### config.mk
export PLATFORM = sky130hd
export DESIGN_NAME = camera_bringup_ctrl
export DESIGN_NICKNAME = d
export VERILOG_FILES = /design/src/rtl/camera_bringup_ctrl.sv
export SDC_FILE = /design/constraint.sdc
export NUM_CORES = 1
export LEC_CHECK = 0
export CAP_MARGIN = 5
export CELL_PAD_IN_SITES_DETAIL_PLACEMENT = 1
export CELL_PAD_IN_SITES_GLOBAL_PLACEMENT = 2
export CORE_MARGIN = 1
export CORE_UTILIZATION = 41
export DETAILED_ROUTE_END_ITERATION = 8
export PLACE_DENSITY = 0.95
export SLEW_MARGIN = 40
export SYNTH_ARGS = -nofsm -noshare
export SYNTH_HDL_FRONTEND = slang
export SYNTH_SLANG_ARGS = --single-unit
### constraint.sdc
create_clock -name clk -period 5.6 [get_ports clk]
set_input_delay 0.84 -clock clk [delete_from_list [all_inputs] [get_ports clk]]
set_output_delay 0.84 -clock clk [all_outputs]
set_load 0.01 [all_outputs]
### src/rtl/camera_bringup_ctrl.sv
// camera_bringup_ctrl
// Power-up and configuration sequencer for an image sensor. It runs these
// steps in order:
//   1. Holds the camera powered down.
//   2. Holds the camera in hardware reset.
//   3. Waits for the sensor to boot.
//   4. Kicks the SCCB configuration engine and waits for it to finish.
//      A timeout retries with a full power cycle.
//   5. Discards a number of settling frames.
//   6. Aligns to a vsync falling edge and then enables capture.
//
// Ports:
//   clk          system clock, rising-edge active
//   rst_n        asynchronous active-low reset
//   enable       level request for bring-up; low returns to IDLE
//   cfg_done     done from the configuration engine (clk domain)
//   vsync        camera vsync, asynchronous to clk
//   cam_pwdn     camera power-down pin (1 = powered down)
//   cam_reset_n  camera hardware reset pin (active-low)
//   cfg_start    one-cycle start pulse to the configuration engine
//   capture_en   enables the pixel capture path
//   ready        camera configured and streaming
//   error        bring-up failed after all retries
//   retry_count  configuration timeouts seen in the current bring-up
module camera_bringup_ctrl #(
  parameter int PWDN_CYCLES    = 25000,
  parameter int RST_CYCLES     = 25000,
  parameter int BOOT_CYCLES    = 25000,
  parameter int TIMEOUT_CYCLES = 2500000,
  parameter int SETTLE_FRAMES  = 10,
  parameter int MAX_RETRIES    = 3
) (
  input  logic       clk,
  input  logic       rst_n,
  input  logic       enable,
  input  logic       cfg_done,
  input  logic       vsync,
  output logic       cam_pwdn,
  output logic       cam_reset_n,
  output logic       cfg_start,
  output logic       capture_en,
  output logic       ready,
  output logic       error,
  output logic [1:0] retry_count
);

  // Shared delay counter is at least 24 bits, widened if any delay needs more.
  localparam int MAX_A  = (PWDN_CYCLES > RST_CYCLES) ? PWDN_CYCLES : RST_CYCLES;
  localparam int MAX_B  = (BOOT_CYCLES > TIMEOUT_CYCLES) ? BOOT_CYCLES : TIMEOUT_CYCLES;
  localparam int MAX_AB = (MAX_A > MAX_B) ? MAX_A : MAX_B;
  localparam int NEED_W = $clog2(MAX_AB + 1);
  localparam int CNT_W  = (NEED_W > 24) ? NEED_W : 24;

  // Counters are loaded with N-1 so a state lasts exactly N cycles.
  localparam logic [CNT_W-1:0] PWDN_LOAD    = CNT_W'(PWDN_CYCLES - 1);
  localparam logic [CNT_W-1:0] RST_LOAD     = CNT_W'(RST_CYCLES - 1);
  localparam logic [CNT_W-1:0] BOOT_LOAD    = CNT_W'(BOOT_CYCLES - 1);
  localparam logic [CNT_W-1:0] TIMEOUT_LOAD = CNT_W'(TIMEOUT_CYCLES - 1);
  localparam logic [CNT_W-1:0] CNT_ONE      = CNT_W'(1);
  localparam logic [7:0]       SETTLE_LAST  = 8'(SETTLE_FRAMES - 1);
  localparam logic [1:0]       RETRY_LIMIT  = 2'(MAX_RETRIES);

  typedef enum logic [3:0] {
    IDLE,
    PWDN,
    HWRST,
    BOOT,
    CFG_START,
    CFG_WAIT,
    SETTLE,
    ALIGN,
    RUN,
    FAIL
  } state_t;

  state_t           state_q, state_d;
  logic [CNT_W-1:0] cnt_q, cnt_d;
  logic [7:0]       frame_q, frame_d;
  logic [1:0]       retry_q, retry_d;
  logic             vs_meta_q, vs_meta_d;
  logic             vs_sync_q, vs_sync_d;
  logic             vs_dly_q, vs_dly_d;
  logic             cfg_done_dly_q, cfg_done_dly_d;
  logic             cam_pwdn_q, cam_pwdn_d;
  logic             cam_reset_n_q, cam_reset_n_d;
  logic             cfg_start_q, cfg_start_d;
  logic             capture_en_q, capture_en_d;
  logic             ready_q, ready_d;
  logic             error_q, error_d;

  logic vs_rise;
  logic vs_fall;
  logic cfg_rise;

  assign vs_rise  = vs_sync_q & ~vs_dly_q;
  assign vs_fall  = ~vs_sync_q & vs_dly_q;
  // A cfg_done that was already high before entering CFG_WAIT shows no edge.
  assign cfg_rise = cfg_done & ~cfg_done_dly_q;

  // Next-state, counter and registered-output logic. Outputs are decoded
  // from the next state so they change on the same edge as the state.
  always_comb begin
    state_d        = state_q;
    cnt_d          = cnt_q;
    frame_d        = frame_q;
    retry_d        = retry_q;
    vs_meta_d      = vsync;
    vs_sync_d      = vs_meta_q;
    vs_dly_d       = vs_sync_q;
    cfg_done_dly_d = cfg_done;

    if (!enable) begin
      state_d = IDLE;
      cnt_d   = '0;
      frame_d = '0;
      retry_d = '0;
    end else begin
      case (state_q)
        IDLE: begin
          state_d = PWDN;
          cnt_d   = PWDN_LOAD;
        end
        PWDN: begin
          if (cnt_q == '0) begin
            state_d = HWRST;
            cnt_d   = RST_LOAD;
          end else begin
            cnt_d = cnt_q - CNT_ONE;
          end
        end
        HWRST: begin
          if (cnt_q == '0) begin
            state_d = BOOT;
            cnt_d   = BOOT_LOAD;
          end else begin
            cnt_d = cnt_q - CNT_ONE;
          end
        end
        BOOT: begin
          if (cnt_q == '0) begin
            state_d = CFG_START;
            cnt_d   = '0;
          end else begin
            cnt_d = cnt_q - CNT_ONE;
          end
        end
        CFG_START: begin
          state_d = CFG_WAIT;
          cnt_d   = TIMEOUT_LOAD;
        end
        CFG_WAIT: begin
          // A done edge beats a timeout that expires in the same cycle.
          if (cfg_rise) begin
            state_d = SETTLE;
            cnt_d   = '0;
            frame_d = '0;
          end else if (cnt_q == '0) begin
            if (retry_q < RETRY_LIMIT) begin
              retry_d = retry_q + 2'd1;
              state_d = PWDN;
              cnt_d   = PWDN_LOAD;
            end else begin
              state_d = FAIL;
              cnt_d   = '0;
            end
          end else begin
            cnt_d = cnt_q - CNT_ONE;
          end
        end
        SETTLE: begin
          if (vs_rise) begin
            if (frame_q == SETTLE_LAST) begin
              state_d = ALIGN;
              frame_d = '0;
            end else begin
              frame_d = frame_q + 8'd1;
            end
          end
        end
        ALIGN: begin
          if (vs_fall) begin
            state_d = RUN;
          end
        end
        RUN:     state_d = RUN;
        FAIL:    state_d = FAIL;
        default: state_d = IDLE;
      endcase
    end

    cam_pwdn_d    = (state_d == IDLE) || (state_d == PWDN) || (state_d == FAIL);
    cam_reset_n_d = (state_d == BOOT) || (state_d == CFG_START) || (state_d == CFG_WAIT) ||
                    (state_d == SETTLE) || (state_d == ALIGN) || (state_d == RUN);
    cfg_start_d   = (state_d == CFG_START);
    capture_en_d  = (state_d == RUN);
    ready_d       = (state_d == RUN);
    error_d       = (state_d == FAIL);
  end

  // State, counters, synchroniser and output registers.
  always_ff @(posedge clk or negedge rst_n) begin
    if (!rst_n) begin
      state_q        <= IDLE;
      cnt_q          <= '0;
      frame_q        <= '0;
      retry_q        <= '0;
      vs_meta_q      <= 1'b0;
      vs_sync_q      <= 1'b0;
      vs_dly_q       <= 1'b0;
      cfg_done_dly_q <= 1'b0;
      cam_pwdn_q     <= 1'b1;
      cam_reset_n_q  <= 1'b0;
      cfg_start_q    <= 1'b0;
      capture_en_q   <= 1'b0;
      ready_q        <= 1'b0;
      error_q        <= 1'b0;
    end else begin
      state_q        <= state_d;
      cnt_q          <= cnt_d;
      frame_q        <= frame_d;
      retry_q        <= retry_d;
      vs_meta_q      <= vs_meta_d;
      vs_sync_q      <= vs_sync_d;
      vs_dly_q       <= vs_dly_d;
      cfg_done_dly_q <= cfg_done_dly_d;
      cam_pwdn_q     <= cam_pwdn_d;
      cam_reset_n_q  <= cam_reset_n_d;
      cfg_start_q    <= cfg_start_d;
      capture_en_q   <= capture_en_d;
      ready_q        <= ready_d;
      error_q        <= error_d;
    end
  end

  assign cam_pwdn    = cam_pwdn_q;
  assign cam_reset_n = cam_reset_n_q;
  assign cfg_start   = cfg_start_q;
  assign capture_en  = capture_en_q;
  assign ready       = ready_q;
  assign error       = error_q;
  assign retry_count = retry_q;

endmodule
Word level (Yosys, flattened, before mapping)
Cells that the tools add are included.
{ "classes": {"add_sub_neg": 3, "order_cmp": 1, "n_eq_ne": 26, "mux": 28, "bitwise": 6, "n_reduce_logical": 13} }
{ "op_table": {"columns": ["op", "count"], "rows": [
  ["24-bit two-way mux", 5],
  ["24-bit one-hot mux with 5 select lines", 1],
  ["4-bit two-way mux", 10],
  ["4-bit one-hot mux with 10 select lines", 1],
  ["4-bit by 3-bit equality test with 1-bit output (second input constant)", 8],
  ["8-bit two-way mux", 4],
  ["24-bit zero test", 1],
  ["24-bit by 1-bit subtractor with 24-bit output (second input constant)", 1],
  ["4-bit equality test (second input constant)", 4],
  ["8-bit one-hot mux with 2 select lines", 1],
  ["15-bit two-way mux", 1],
  ["4-bit by 2-bit equality test with 1-bit output (second input constant)", 3],
  ["2-bit two-way mux", 5],
  ["8-bit by 1-bit adder with 8-bit output (second input constant)", 1],
  ["4-bit by 1-bit equality test with 1-bit output (second input constant)", 2],
  ["8-bit by 4-bit equality test with 1-bit output (second input constant)", 1],
  ["4-bit zero test", 2],
  ["1-bit logical OR", 7],
  ["2-bit by 1-bit != test with 1-bit output (second input constant)", 3],
  ["3-bit != test (second input constant)", 2],
  ["6-bit by 2-bit != test with 1-bit output (second input constant)", 1],
  ["4-bit AND reduction", 1],
  ["1-bit bitwise AND", 3],
  ["3-bit by 1-bit != test with 1-bit output (second input constant)", 1],
  ["6 further kinds", 8]
]} }
{ "totals": {"reg_bits": 47, "out_inout_bits": 8} }

Depth between registers and ports, before layout
Gate-level depths: netlist of run 1.
{ "logic_depth": {"depth_word": 12, "ltp_mapped": 9, "depth_no_buf": 8} }

Least setup slack after synthesis of run 1
No wires, ideal clock.
{ "synth_path": {"kind": "reg2reg", "from": "register cnt_q[18]", "to": "register cfg_start_q (netlist: cfg_start)", "t_arrival_ns": 2.543, "required_ns": 5.534, "setup_slack_ns": 2.991, "path_stages_with_launch": 7, "path_buffers": 0, "synth_period_minus_slack_ns": 2.609, "path_cell_list": "dfrtp_1 > or4_4 > or3_4 > or4_4 > or4_4 > a21oi_4 > and3_1"} }
{ "synth_via": {"elab_chain_len": 6, "elab_cells_between_ends": 9, "classes_between": "1 x eq/ne; 7 x mux; 1 x reduce/logical"} }
{ "synth_rtl": {"columns": ["element", "line", "rtl"], "rows": [
  ["start: declaration", "77", "logic [CNT_W-1:0] cnt_q, cnt_d;"],
  ["start signal: assignment", "219", "cnt_q <= cnt_d;"],
  ["24-bit zero test (*)", null, null],
  ["4-bit two-way mux", "157", "end else if (cnt_q == '0) begin"],
  ["4-bit two-way mux", "153", "if (cfg_rise) begin"],
  ["4-bit one-hot mux with 10 select lines (*)", "118", "case (state_q)"],
  ["4-bit two-way mux (*)", "112", "if (!enable) begin"],
  ["via state_d[2]", "76", "state_t state_q, state_d;"],
  ["4-bit by 3-bit equality test with 1-bit output (*)", "194", "cfg_start_d = (state_d == CFG_START);"],
  ["via cfg_start_d", "86", "logic cfg_start_q, cfg_start_d;"],
  ["end signal: assignment", "228", "cfg_start_q <= cfg_start_d;"],
  ["end: declaration", "86", null]
]} }
Mark *: on every way through the listed nets, which the timed path passes. The rest lies on a longest branch.
A chain may end at the register's enable or synchronous reset.

Worst setup path in the final report of run 1
{ "layout_path": {"from": "register cnt_q[0]", "to": "register cfg_start_q (netlist: cfg_start)"} }
Same word-level chain as after synthesis.

==> impl_metrics.json, run 1 <==
{
  "switchingPower_w": 0.000233,
  "fin_crit_ns": 3.11,
  "grt_antenna_before_repair": 0,
  "cts_resized": 0,
  "core-area_um2": 6420,
  "initial_core_util_pct": 42.8,
  "synth_area_per_cell_um2": 8.96,
  "maxCapViolCount": 0,
  "yosys.area.top_type": "dfrtp_1",
  "relSlewSlack_pct": 48.5,
  "gp_congestion": 0.809,
  "cts_max_level": 2,
  "grtUsageTotal_pct": 22.8,
  "internal-power_w": 0.000503,
  "clk_path_buf_depth": 2,
  "grt.met2_usage_pct": 36.8,
  "clock-sinks": 47,
  "ys.flop_type": "dfrtp_1",
  "switching_share_pct": 31.7,
  "drt_iter0_drc": 134,
  "grt_max_degree": 48,
  "grt_setup_unrepaired": "no",
  "yosys_warnings": 0,
  "grt_overflow": 0,
  "crit_path_max_incr_delay_ns": 0.64,
  "cts_made_buffers": 5,
  "seq_power_share_pct": 52.7,
  "slowest_stage": "or4_4",
  "die_h_um": 83.9,
  "io_pins": 13,
  "dieArea_um2": 7040,
  "critical_path.most_common_cell": "or4_4",
  "grt_use_met1_pct": 32.3,
  "max_freq_mhz": 321,
  "drive_above_1_share_pct": 6.96,
  "holdBufCountCts": 0,
  "die_x_um": 83.9,
  "ant_nets": 0,
  "critical_path_class": "reg -> reg",
  "drc": 3,
  "synth_edf_count": 0,
  "r2r_slack_ns": 2.49,
  "ys_seq_area_share_pct": 42.8,
  "synth_top_area_share_pct": 41.8,
  "cts_tree": "built",
  "grt_pass1_vias": 2476,
  "ys_seq_elements": 47,
  "hold_path.class": "reg -> reg",
  "rows": 29,
  "cts.root.buffer_cell": "clkbuf_8",
  "setup-violations-final": 0,
  "start_kind": "flip-flop",
  "synth.distinct_cells": 60,
  "firstDrtPassIters": 6,
  "final_cell_mix": "dfrtp_1, o21ai_0, nand2_1, nor3_1, nor2_1",
  "grt_pass1_wl_um": 12800,
  "max_slew.worst_pin.slew_ns": 0.770,
  "use_met3_pct": 3.26,
  "dp_hpwl_um": 5250,
  "vias_per_cell": 6.21,
  "ir_worst_vdd_uv": 92.7,
  "worst_slack_ns": 2.49,
  "end_kind": "flip-flop",
  "fin_crit_sh_pct": 55.5,
  "p_leak_nw": 1.19,
  "p_per_area_nw_per_um2": 246,
  "mappedNetlistArea_um2": 2750,
  "final_common_cell": "dfrtp_1",
  "crit_arrival_ns": 3.34,
  "reg2reg_depth": 8,
  "violations": "design-rule violations",
  "critPathMaxFanout": 9,
  "clk_pin_slew_ns": 0.09,
  "portBuffers": 12,
  "worstHoldStart": "vs_meta_q",
  "fill_cells": 758,
  "synth_area_leaders": "dfrtp_1, o21ai_0, nor3_1",
  "area_delta_synth_final_pct": 8.69,
  "synth_cells": 307,
  "dr_total_vias": 2441,
  "rr_endpoint": "cfg_start",
  "fin_setup_tns_ns": 0,
  "top_usage_layer": "met2",
  "clock_skew_ns": 0.0105,
  "wl_per_cell_um": 18.9,
  "antenna_cells": 0,
  "crit_chain": "inv_1 -> ha_1 -> nor3b_2 -> nand2_1 -> or4_4 -> or4_4 -> a21oi_4 -> and3_1",
  "cp.required_ns": 5.83,
  "rr_startpoint": "cnt_q[0]",
  "async_flop_share_pct": 100,
  "nets": 324,
  "cts_setup_buffers": 0,
  "crit_path_start": "cnt_q[0]",
  "hold_viol": 0,
  "wl_um": 7430,
  "clkLatencyLatePin_ns": 0.30,
  "power_frac_comb_pct": 19.8,
  "outcome": "complete, but fails checks",
  "place_ws_ns": 2.27,
  "crit_path_end": "cfg_start",
  "slew_violations": 0,
  "syn_nets": 316,
  "clock_power_share_pct": 27.5
}
[cell families after synthesis]
group                      synth area share (%)
and+or+nand+nor                            26.5
AOI/OAI and AO/OA                          23.2
DFF                                        42.8
buffers and inverters                      3.73
xor gates and xnor gates                   1.59
adders and majority gates                  1.82
muxes                                     0.364
[sequential cells by signal, summed over array words and instances (netlist names)]
signal	cells
error	1
vs_dly_q	1
state_q	4
cam_pwdn	1
vs_dly_d	1
cfg_done_dly_q	1
cnt_q	24
cam_reset_n	1
retry_count	2
ready	1
vs_meta_q	1
frame_q	8
cfg_start	1
[cell usage after synthesis, types with 2 or more instances]
| cell | count |
|---|---|
| o211ai_1 | 2 |
| a21boi_0 | 2 |
| inv_1 | 9 |
| nor3_1 | 21 |
| clkbuf_1 | 3 |
| a311o_1 | 2 |
| or3_1 | 6 |
| and3_1 | 2 |
| or4_4 | 3 |
| o311a_1 | 3 |
| a211oi_1 | 2 |
| nor2b_1 | 4 |
| nor4_1 | 8 |
| nand2b_1 | 12 |
| o41ai_1 | 3 |
| xnor2_1 | 4 |
| nand4_1 | 2 |
| o21ai_0 | 40 |
| buf_2 | 4 |
| buf_4 | 5 |
| nand3b_1 | 2 |
| nand2_1 | 26 |
| a221oi_1 | 2 |
| nand4b_1 | 2 |
| o31ai_1 | 7 |
| a21oi_1 | 14 |
| and2_1 | 2 |
| ha_1 | 4 |
| a31oi_1 | 3 |
| dfrtp_1 | 46 |
| a21o_1 | 3 |
| nor2_1 | 20 |
| nand3_1 | 7 |
| or4_1 | 5 |
| o311ai_0 | 2 |
[critical path, delay by kind of cell, from the launching register on]
kind / cells / cell delay (ns)
and+or+nand+nor: 5 / 2.14
DFF: 1 / 0.40
adders and majority gates: 1 / 0.20
AOI/OAI and AO/OA: 1 / 0.20
buffers and inverters: 1 / 0.10
[metrics by stage]
step	cells	hold slack, ns	util, %	instance area, um2	total power, W
finish	393	0.382	46.6	2990	0.000736
global route	393	0.389	46.6	2990	0.000778
CTS	393	0.383	46.6	2990	0.000739
detailed placement	385	0.363	45.3	2910	0.000538
global placement	385	0.336	45.2	2900	0.000532
floorplan	307	0.331	-	2750	0.000490
[worst min path at each step]
stage | endpoint | slack [ns] | cells past startpoint
2_1_floorplan | vs_dly_d | 0.33 | 0
3_3_place_gp | vs_dly_d | 0.34 | 0
3_5_place_dp | vs_dly_d | 0.36 | 0
4_1_cts | vs_dly_d | 0.38 | 0
5_1_grt | vs_dly_d | 0.39 | 0
6_report | vs_dly_d | 0.38 | 0
[per-layer routing]
metal  part of all wire, %  routed length (um)
met1                    48                3580
met5                     0                   0
met2                    47                3520
met4                  0.85                  63
met3                   3.6                 265
[power groups by stage]
stage               clock (W)  sequential, W  combinational (W)
floorplan                   0       0.000382           0.000107
global placement            0       0.000393           0.000140
detailed placement          0       0.000394           0.000144
CTS                  0.000206       0.000387           0.000145
global route         0.000223       0.000392           0.000163
finish               0.000203       0.000388           0.000146
[cell type report]
class / instances / area (um2) / area share [%]
multi-input cells: 239 / 1480 / 49.4
flip-flops and latches: 47 / 1180 / 39.4
repair buffers: 13 / 125 / 4.18
well taps: 77 / 96.3 / 3.22
clock buffers: 8 / 80.1 / 2.68
inverters: 9 / 33.8 / 1.13
Power figures use the tool's default switching activity.
==> run 2, diff against run 1 <==
CORE_UTILIZATION = 38   (was 41)
PLACE_DENSITY = 0.89   (was 0.95)
clock period = 3.01 ns   (was 5.6 ns; I/O delays follow)
==> impl_metrics.json, run 2 (same netlist as run 1, synthesis figures left out) <==
{
  "start_kind": "flip-flop",
  "final_common_cell": "dfrtp_1",
  "gp_congestion": 0.837,
  "clkLatencyLatePin_ns": 0.31,
  "clk_pin_slew_ns": 0.10,
  "setup-violations-final": 0,
  "cts_made_buffers": 5,
  "slew_violations": 0,
  "outcome": "finished, final reports clean",
  "clock_skew_ns": 0.00604,
  "crit_path_start": "cnt_q[18]",
  "max_freq_mhz": 362,
  "final_cell_mix": "dfrtp_1, o21ai_0, nand2_1, nor3_1, nor2_1",
  "rows": 30,
  "fin_crit_ns": 2.77,
  "hold_path.class": "in -> async",
  "drc": 0,
  "firstDrtPassIters": 4,
  "rr_endpoint": "cfg_start",
  "cts_resized": 0,
  "grt_pass1_vias": 2600,
  "top_regs": "cnt_q (24), frame_q (8), state_q (4)",
  "clk_path_buf_depth": 2,
  "p_total_w": 0.00158,
  "regMostFlops": "cnt_q",
  "die_h_um": 87.1,
  "nets": 337,
  "critPathMaxFanout": 7,
  "end_kind": "flip-flop",
  "largest_reg_flops": 24,
  "p_leak_nw": 1.28,
  "fin_setup_tns_ns": 0,
  "dr_total_vias": 2493,
  "die_x_um": 87.1,
  "rr_startpoint": "cnt_q[18]",
  "ant_nets": 0,
  "grt_pass1_wl_um": 13300,
  "grt_setup_unrepaired": "no",
  "grt_antenna_before_repair": 0,
  "wl_per_cell_um": 18.5,
  "cts.root.buffer_cell": "clkbuf_8",
  "grtUsageTotal_pct": 22.8,
  "cts_setup_buffers": 0,
  "hold_viol": 0,
  "cts_tree": "built",
  "area_delta_synth_final_pct": 14.8,
  "cp.required_ns": 3.26,
  "cts_max_level": 2,
  "maxCapViolCount": 0,
  "portBuffers": 12,
  "drt_iter0_drc": 128,
  "relSlewSlack_pct": 56.7,
  "critical_path_class": "reg -> reg",
  "grt_max_degree": 27,
  "initial_core_util_pct": 39.8,
  "crit_path_end": "cfg_start",
  "vias_per_cell": 5.87,
  "ir_worst_vdd_uv": 278,
  "dieArea_um2": 7580,
  "p_per_area_nw_per_um2": 499,
  "crit_arrival_ns": 3.01,
  "io_pins": 13,
  "holdBufCountCts": 0,
  "fin_crit_sh_pct": 91.9,
  "timing.hold.ws_ns": 0.118,
  "core-area_um2": 6910,
  "max_slew.worst_pin.slew_ns": 0.648,
  "reg2reg_depth": 6,
  "dp_hpwl_um": 5700,
  "r2r_slack_ns": 0.24,
  "wl_um": 7880,
  "clock-sinks": 47,
  "drive_above_1_share_pct": 11.2,
  "antenna_cells": 0,
  "grt_overflow": 0
}
-- run 2: cell type report --
type	instances	area, um2
clock inverter	3	67.6
tap	96	120
inverter	9	33.8
sequential	47	1180
clock buffer	5	68.8
multi-input combinational	239	1470
fill	816	3750
timing repair buffer	26	220
-- run 2: layer usage --
metal / part of all wire, % / track usage [%]
met2: 49 / 38.4
met5: 0 / 0
met1: 46 / 30.5
met4: 1.3 / 5.96
met3: 3.8 / 3.70
-- run 2: worst min path at each step --
stage	startpoint	end	slack, ns	cells past startpoint
3_3_place_gp	vs_meta_q	vs_dly_d	0.34	0
2_1_floorplan	rst_n	cam_reset_n	0.16	0
4_1_cts	rst_n	cnt_q[17]	0.14	1
6_report	rst_n	cnt_q[2]	0.12	1
5_1_grt	rst_n	cnt_q[4]	0.15	1
3_5_place_dp	vs_meta_q	vs_dly_d	0.34	0
-- run 2: metrics by stage --
stage	std cells	worst slack [ns]	cell area (um2)	utilization (%)
final	425	0.245	3160	45.7
after global routing	425	0.133	3160	45.7
after floorplan	307	0.401	2750	-
after CTS	425	0.250	3160	45.7
after detailed placement	417	0.283	3020	43.8
after global placement	417	0.319	3020	43.8
-- run 2: where the power goes --
group / switching (W) / internal [W] / total (W)
sequential: 0.0000536 / 0.000667 / 0.000720
clock: 0.000238 / 0.000332 / 0.000569
combinational: 0.000171 / 0.000115 / 0.000286
-- run 2: critical path, cell delays in order (launching register included) --
cell,delay [ns]
dfrtp_1,0.45
or4_4,0.59
or3_4,0.35
or4_4,0.44
or4_4,0.53
a21oi_4,0.17
and3_1,0.17
